File: src/rtl/adc_emulator.sv
// Serial-ADC responder for the 3-wire ADS7883-style frame. It shifts a selected
// sample source out MSB first on adc_sd, one frame per falling edge of adc_cs.
module adc_emulator #(
  parameter int unsigned      WIDTH     = 12,
  parameter logic [WIDTH-1:0] RAMP_STEP = 12'h001,
  parameter logic [WIDTH-1:0] LFSR_SEED = 12'h001
) (
  input  logic             clk,
  input  logic             reset,
  input  logic             adc_cs,
  output logic             adc_sd,
  input  logic [1:0]       mode,
  input  logic [WIDTH-1:0] in_data,
  input  logic             in_valid,
  output logic             sample_req,
  output logic             busy,
  output logic             frame_done,
  output logic             underrun,
  input  logic             underrun_clr
);

  typedef enum logic [0:0] {
    ST_IDLE  = 1'b0,
    ST_SHIFT = 1'b1
  } state_t;

  localparam logic [3:0] CNT_INIT = 4'(WIDTH - 1);

  state_t           state_r;
  logic [3:0]       cnt_r;
  logic [WIDTH-1:0] shreg_r;
  logic             cs_q_r;
  logic             adc_sd_r;
  logic             busy_r;
  logic             sample_req_r;
  logic             frame_done_r;
  logic             underrun_r;
  logic [WIDTH-1:0] hold_r;
  logic             fresh_r;
  logic [WIDTH-1:0] ramp_r;
  logic [WIDTH-1:0] lfsr_r;
  logic             sq_r;

  logic             start_s;
  logic             start_go_s;
  logic             m0_start_s;
  logic [WIDTH-1:0] src_s;

  // Taps for x^12 + x^11 + x^10 + x^4 + 1, shifting left.
  function automatic logic [WIDTH-1:0] lfsr_next(input logic [WIDTH-1:0] v);
    lfsr_next = {v[WIDTH-2:0], v[WIDTH-1] ^ v[WIDTH-2] ^ v[WIDTH-3] ^ v[3]};
  endfunction

  assign start_s    = cs_q_r & ~adc_cs;
  assign start_go_s = start_s & (state_r == ST_IDLE);
  assign m0_start_s = start_go_s & (mode == 2'd0);

  assign adc_sd     = adc_sd_r;
  assign busy       = busy_r;
  assign sample_req = sample_req_r;
  assign frame_done = frame_done_r;
  assign underrun   = underrun_r;

  // Source value as it stands before the current edge.
  always_comb begin
    src_s = hold_r;
    case (mode)
      2'd0:    src_s = hold_r;
      2'd1:    src_s = ramp_r;
      2'd2:    src_s = lfsr_r;
      2'd3:    src_s = {WIDTH{sq_r}};
      default: src_s = hold_r;
    endcase
  end

  // Frame sequencer: start detect, shift-out, abort and completion.
  always_ff @(posedge clk or negedge reset) begin
    if (!reset) begin
      state_r      <= ST_IDLE;
      cnt_r        <= 4'd0;
      shreg_r      <= '0;
      cs_q_r       <= 1'b1;
      adc_sd_r     <= 1'b0;
      busy_r       <= 1'b0;
      sample_req_r <= 1'b0;
      frame_done_r <= 1'b0;
    end else begin
      cs_q_r       <= adc_cs;
      sample_req_r <= 1'b0;
      frame_done_r <= 1'b0;
      case (state_r)
        ST_IDLE: begin
          if (start_s) begin
            shreg_r      <= {src_s[WIDTH-2:0], 1'b0};
            adc_sd_r     <= src_s[WIDTH-1];
            busy_r       <= 1'b1;
            cnt_r        <= CNT_INIT;
            sample_req_r <= (mode == 2'd0);
            state_r      <= ST_SHIFT;
          end else begin
            adc_sd_r <= 1'b0;
            busy_r   <= 1'b0;
          end
        end
        ST_SHIFT: begin
          // A chip-select seen high mid-frame cancels it without frame_done.
          if (adc_cs) begin
            adc_sd_r <= 1'b0;
            busy_r   <= 1'b0;
            state_r  <= ST_IDLE;
          end else if (cnt_r == 4'd0) begin
            adc_sd_r     <= 1'b0;
            busy_r       <= 1'b0;
            frame_done_r <= 1'b1;
            state_r      <= ST_IDLE;
          end else begin
            adc_sd_r <= shreg_r[WIDTH-1];
            shreg_r  <= {shreg_r[WIDTH-2:0], 1'b0};
            cnt_r    <= cnt_r - 4'd1;
          end
        end
        default: begin
          adc_sd_r <= 1'b0;
          busy_r   <= 1'b0;
          state_r  <= ST_IDLE;
        end
      endcase
    end
  end

  // Mode-0 hold register, freshness flag and sticky underrun.
  always_ff @(posedge clk or negedge reset) begin
    if (!reset) begin
      hold_r     <= '0;
      fresh_r    <= 1'b0;
      underrun_r <= 1'b0;
    end else begin
      if (in_valid) begin
        hold_r <= in_data;
      end else begin
        hold_r <= hold_r;
      end
      // A write on the start edge keeps the new sample marked fresh.
      if (in_valid) begin
        fresh_r <= 1'b1;
      end else if (m0_start_s) begin
        fresh_r <= 1'b0;
      end else begin
        fresh_r <= fresh_r;
      end
      if (m0_start_s && !fresh_r) begin
        underrun_r <= 1'b1;
      end else if (underrun_clr) begin
        underrun_r <= 1'b0;
      end else begin
        underrun_r <= underrun_r;
      end
    end
  end

  // Generated sources advance only on a start edge and only when selected.
  always_ff @(posedge clk or negedge reset) begin
    if (!reset) begin
      ramp_r <= '0;
      lfsr_r <= LFSR_SEED;
      sq_r   <= 1'b0;
    end else if (start_go_s) begin
      case (mode)
        2'd1:    ramp_r <= ramp_r + RAMP_STEP;
        2'd2:    lfsr_r <= lfsr_next(lfsr_r);
        2'd3:    sq_r   <= ~sq_r;
        default: ramp_r <= ramp_r;
      endcase
    end else begin
      ramp_r <= ramp_r;
    end
  end

endmodule

File: config.mk
export PLATFORM = sky130hd
export DESIGN_NAME = adc_emulator
export DESIGN_NICKNAME = d
export VERILOG_FILES = /design/src/rtl/adc_emulator.sv
export SDC_FILE = /design/constraint.sdc
export NUM_CORES = 1
export LEC_CHECK = 0
export ABC_AREA = 1
export CORE_UTILIZATION = 40
export DETAILED_ROUTE_END_ITERATION = 8
export GPL_ROUTABILITY_DRIVEN = 0
export PLACE_DENSITY = 0.57
export SYNTH_ARGS = -nofsm -noshare
export SYNTH_HDL_FRONTEND = slang
export SYNTH_SLANG_ARGS = --single-unit
File: constraint.sdc
create_clock -name clk -period 2 [get_ports clk]
set_clock_uncertainty 0.2 [all_clocks]
set_input_delay 0.4 -clock clk [delete_from_list [all_inputs] [get_ports clk]]
set_output_delay 0.4 -clock clk [all_outputs]
set_load 0.02 [all_outputs]
==> metrics.yaml, run 1 <==
drive_gt1_frac: 0.103
final_core_util: 0.515
end_kind: "output port"
synth_cell_types: 25
ys_seq_area_frac: 0.513
r2r_cells: 10
rrSetupSlack_ns: 0.39
rows: 30
critical_path.top_delay_family: "buffers and inverters"
cts.sinks: 60
post_cts_buffers: 0
holdPathEnd: "busy"
dpl_cell_area_um2: 3370
cp.buffers_inverters: 1
grt_first_pass_wirelength_um: 11100
final_cell_mix: "nand2_1 (143), dfrtp_1 (58), inv_1 (43)"
rsz0062_at_grt: "false"
slew_violations: 0
io_buffers: 23
die_w_um: 87.6
overflow: 0
max_clock_freq_mhz: 532
syn-num-nets: 403
final.min_clock_period_ns: 1.88
core-area_um2: 6940
worstHoldStart: "busy"
rr_endpoint: "shreg_r[7]"
remaining_drc_errors: 0
fin_crit_sh: 0.940
cts-root-buf: "clkbuf_8"
initial_core_util: 0.422
critPathMaxFanout: 2
grt_pass1_vias: 2349
power_w: 0.00326
h-tree-depth: 3
wl_met3_um: 217
slowest_delay_ns: 0.60
hold_class: "flip-flop to flip-flop"
setup_viol: 0
cp.required_ns: 1.40
critPathLaunch: "busy"
cts_buffer_depth: 2
p_per_area_nw_per_um2: 910
synth_warnings: 0
dp_hpwl_um: 4610
setup_slack_ns: 0.121
irDropWorstVdd_mv: 0.475
syn_area_um2: 2930
cts_tree: "yes"
die_area_um2: 7670
slowest_stage: "clkdlybuf4s50_1"
clkLatencyLatePin_ns: 0.34
grt.total_usage: 0.194
syn_inst: 381
finalInstanceArea_um2: 3580
place_ws_ns: -0.138
avgSynthCellArea_um2: 7.69
whs_path_depth: 2
die_y_um: 87.6
area_growth_pct: 22.2
drv_cap: 0
drt-total-wl_um: 6400
finalHoldViolCount: 0
outcome: "finished, final reports clean"
ctsResizeCount: 0
max-slew-margin-rel: 0.782
regToRegStartpoint: "cnt_r[0]"
dr.first_iter.drc_count: 155
tightest_slew_ns: 0.327
grt_max_degree: 61
dr_wl_met2_um: 2940
viasPerCell: 4.63
leakage_nw: 1.79
dr.pass1.iters: 4
fill_cells: 682
clk_pin_slew_ns: 0.06
ys_ff_latch: 60
critPathKind: "flip-flop to output port"
fin_nets: 445
avgRoutedWirePerCell_um: 12.2
crit_arrival_ns: 1.28
antenna_found_initial: 0
ant_nets: 0
path_cells: "clkdlybuf4s50_1"
drt-met1-wl_um: 3130
numCtsBuffers: 9
routed.top_layer: "met4"
ios: 24
vias: 2427
num_antenna_cells: 0
layout_commonest_cell: "nand2_1"
start_kind: "flip-flop"
how the worst max path moves through the flow:
stage          slack, ns  depth (start not counted)           to
6_report            0.12                          1         busy
5_1_grt             0.06                          1         busy
4_1_cts              0.1                          1         busy
3_5_place_dp       -0.14                          6   shreg_r[2]
3_3_place_gp       -0.09                          7       adc_sd
2_1_floorplan       0.46                         10  shreg_r[11]
power by group:
part           internal (W)  leakage (nW)  switching, W  total [W]
clock network      0.000643         0.101      0.000450    0.00109
registers           0.00144         0.768      0.000146    0.00158
logic              0.000251         0.925      0.000332   0.000584
total               0.00233          1.79      0.000929    0.00326
routing by layer:
metal  track usage  vias to the layer above
met1         0.255                     1119
met4        0.0849                        0
li1              -                     1261
met2         0.305                       35
met3        0.0500                       12
met5             0                        -
sequential cells by signal (all words and copies together) (netlist names):
| register | count |
|---|---|
| cnt_r | 4 |
| fresh_r | 1 |
| sample_req | 1 |
| underrun | 1 |
| state_r | 1 |
| shreg_r | 11 |
| adc_sd | 1 |
| lfsr_r | 12 |
| busy | 1 |
| frame_done | 1 |
| sq_r | 1 |
| hold_r | 12 |
| cs_q_r | 1 |
| ramp_r | 12 |
final cells by class:
cell class                 count  area [um^2]  area share
sequential                    60         1500       0.420
multi-input combinational    264         1190       0.333
timing repair buffer          41          388       0.108
inverter                      47          176      0.0493
clock buffer                  14          163      0.0454
tap                           96          120      0.0336
clock inverter                 2         35.0     0.00979
synth_stat cells:
library cell  count  share of area
a21oi_1           5         0.0085
buf_2             5         0.0085
buf_4             1         0.0026
buf_6             1         0.0038
clkbuf_1          3         0.0038
dfrtp_1          58           0.50
dfstp_2           2          0.018
ha_1              3          0.013
inv_1            43          0.055
inv_2             4         0.0051
nand2_1         143           0.18
nand2_2           1         0.0021
nand3_1          29          0.050
nand3_2           1         0.0034
nand4_1           4         0.0085
nor2_1           24          0.031
nor2_2            3         0.0064
nor2_4            1         0.0038
nor3_1            2         0.0034
o21ai_0          35          0.060
o21ai_1           2         0.0034
o21bai_1          1         0.0026
or2_2             1         0.0021
xnor2_1           6          0.018
xor2_1            3         0.0090
through the flow:
step / hold slack, ns / instances / TNS (ns)
after floorplan: -0.0956 / 381 / 0
after global placement: 0.238 / 507 / -0.343
after detailed placement: 0.234 / 507 / -0.638
after CTS: 0.279 / 524 / 0
after global routing: 0.306 / 524 / 0
final: 0.279 / 524 / 0
cells by family (layout without fill, tap and decap cells):
| logic type | after synthesis | after routing | share of synthesized area |
|---|---|---|---|
| simple gates | 209 | 209 | 0.293 |
| flops | 60 | 60 | 0.513 |
| buf+inv | 57 | 104 | 0.0790 |
| compound gates | 43 | 43 | 0.0743 |
| xor+xnor | 9 | 9 | 0.0269 |
| fa+ha+maj | 3 | 3 | 0.0128 |
repair_timing:
| item | 4_1_cts | 5_1_grt |
|---|---|---|
| hold endpoints to repair | 58 | 0 |
| hold buffers | 1 | 0 |
| setup endpoints to repair | 0 | 0 |
No activity file was read; power rests on OpenSTA's default activity.
==> inputs of run 2 (changes only) <==
CORE_UTILIZATION = 45   (was 40)
MAX_ROUTING_LAYER = met4   (was default)
PLACE_DENSITY = 0.62   (was 0.57)
SKIP_LAST_GASP = 1   (was default)
==> run 2 against run 1 <==
First-iteration DRC count fell by 2.6%; via count rose by 1.4%; critical endpoint is now underrun; routed wire length rose by 0.30%; combinational power barely moved; maximum frequency fell by 0.76%; non-clock buffer count fell by 1; critical path type unchanged.
==> metrics.yaml, run 2 (synthesized netlist as in run 1, its figures left out) <==
reg_top3: "hold_r (12), lfsr_r (12), ramp_r (12)"
cts_buffer_depth: 2  # unchanged
hold_class: "flip-flop to flip-flop"
p_per_area_nw_per_um2: 880  # -3.3%
path_cells: "clkdlybuf4s50_1"
initial_core_util: 0.464  # +0.0421
antenna_found_initial: 0  # unchanged
dr.first_iter.drc_count: 151  # -2.6%
core-area_um2: 6310  # -9.1%
irDropWorstVdd_mv: 0.504  # +6.0%
fin_cells: 502  # -4.2%
max-slew-margin-rel: 0.623  # -0.159
vias: 2460  # +1.4%
drt-total-wl_um: 6420  # +0.30%
overflow: 0  # unchanged
rows: 29  # -3.3%
setup_viol: 0  # unchanged
regToRegStartpoint: "cnt_r[0]"
leakage_nw: 1.77  # -1.1%
critPathLaunch: "underrun"
viasPerCell: 4.90  # +5.8%
fill_cells: 616  # -9.7%
drive_gt1_frac: 0.101  # -0.00163
cts.sinks: 60  # unchanged
final_core_util: 0.555  # +0.0400
area_growth_pct: 19.7
worstHoldStart: "sq_r"
crit_arrival_ns: 1.29  # about the same
critical_path.top_delay_family: "buffers and inverters"
slowest_delay_ns: 0.61  # about the same
ant_nets: 0  # unchanged
dp_hpwl_um: 4760  # +3.3%
numCtsBuffers: 9  # unchanged
start_kind: "flip-flop"
cts-root-buf: "clkbuf_8"
end_kind: "output port"
io_buffers: 23  # unchanged
die_w_um: 82.7  # -5.6%
clkLatencyLatePin_ns: 0.34  # about the same
slowest_stage: "clkdlybuf4s50_1"
remaining_drc_errors: 0  # unchanged
slew_violations: 0  # unchanged
clk_pin_slew_ns: 0.06  # about the same
placed_cells: 487  # -3.9%
cp.buffers_inverters: 1  # unchanged
dr.pass1.iters: 4  # unchanged
h-tree-depth: 3  # unchanged
grt_pass1_vias: 2395  # +2.0%
layout_commonest_cell: "nand2_1"
rsz0062_at_grt: "false"
ctsResizeCount: 0  # unchanged
cp.required_ns: 1.40  # about the same
grt.total_usage: 0.233  # +0.0391
final_cell_mix: "nand2_1 (143), dfrtp_1 (58), inv_1 (43)"
power_w: 0.00309  # -5.3%
fin_crit_sh: 0.947  # +0.00720
finalHoldViolCount: 0  # unchanged
avgRoutedWirePerCell_um: 12.8  # +4.7%
rrSetupSlack_ns: 0.40  # about the same
grt_first_pass_wirelength_um: 11200  # +0.68%
cts_tree: "yes"
critPathMaxFanout: 2  # unchanged
max_clock_freq_mhz: 528  # -0.76%
tightest_slew_ns: 0.565  # +0.238 ns
outcome: "finished, final reports clean"
ios: 24  # unchanged
num_antenna_cells: 0  # unchanged
grt_max_degree: 26  # -57%
final.min_clock_period_ns: 1.89  # +0.0144 ns
die_area_um2: 6840  # -11%
critPathKind: "flip-flop to output port"
drv_cap: 0  # unchanged
fin_nets: 444  # -0.22%
die_y_um: 82.7  # -5.6%
[run 2: cell count changes in the layout (fill, tap and decap cells not counted), sizes merged]
cell / previous run / this run
clkinv: 1 / 3
bufinv: 1 / 0
buf: 18 / 17
clkbuf: 14 / 11
[run 2: through the flow]
stage	worst slack, ns	hold slack [ns]	TNS, ns	cell area, um^2
floorplan	0.462	-0.0956	0	2930
global placement	-0.0560	0.217	-0.110	3340
detailed placement	-0.0632	0.223	-0.307	3340
CTS	0.0855	0.278	0	3510
global route	0.0471	0.299	0	3510
finish	0.106	0.270	0	3510
[run 2: area by class of cell]
cell class	count	area (um^2)	area share
Timing Repair Buffer	40	380	0.108
Inverter	47	176	0.0503
Clock inverter	3	15.0	0.00428
Multi-Input combinational cell	264	1190	0.340
Sequential cell	60	1500	0.429
Tap cell	77	96.3	0.0275
Clock buffer	11	141	0.0403
[run 2: power by group]
group	switching, W	internal (W)
registers	0.000147	0.00144
clock network	0.000455	0.000463
logic	0.000337	0.000249
total	0.000939	0.00215
[run 2: per-layer routing]
metal	vias up	global-route usage	wire length (um)
met5	-	-	0
met4	0	0.0931	109
met3	10	0.0593	266
met2	35	0.349	2950
met1	1154	0.302	3100
li1	1261	-	-
[run 2: path summary, 6_finish.rpt]
kind / end / depth (start not counted)
setup / recovery: underrun / 1
hold reg to reg: sq_r / 1
min in group asynchronous: underrun / 2
hold / removal: sq_r / 1
setup reg to reg: shreg_r[7] / 10
max in group asynchronous: lfsr_r[0] / 3
[run 2: timing repair]
item	CTS	global route
hold buffers	1	0
endpoints found under the hold margin	20	0
setup buffers	0	0
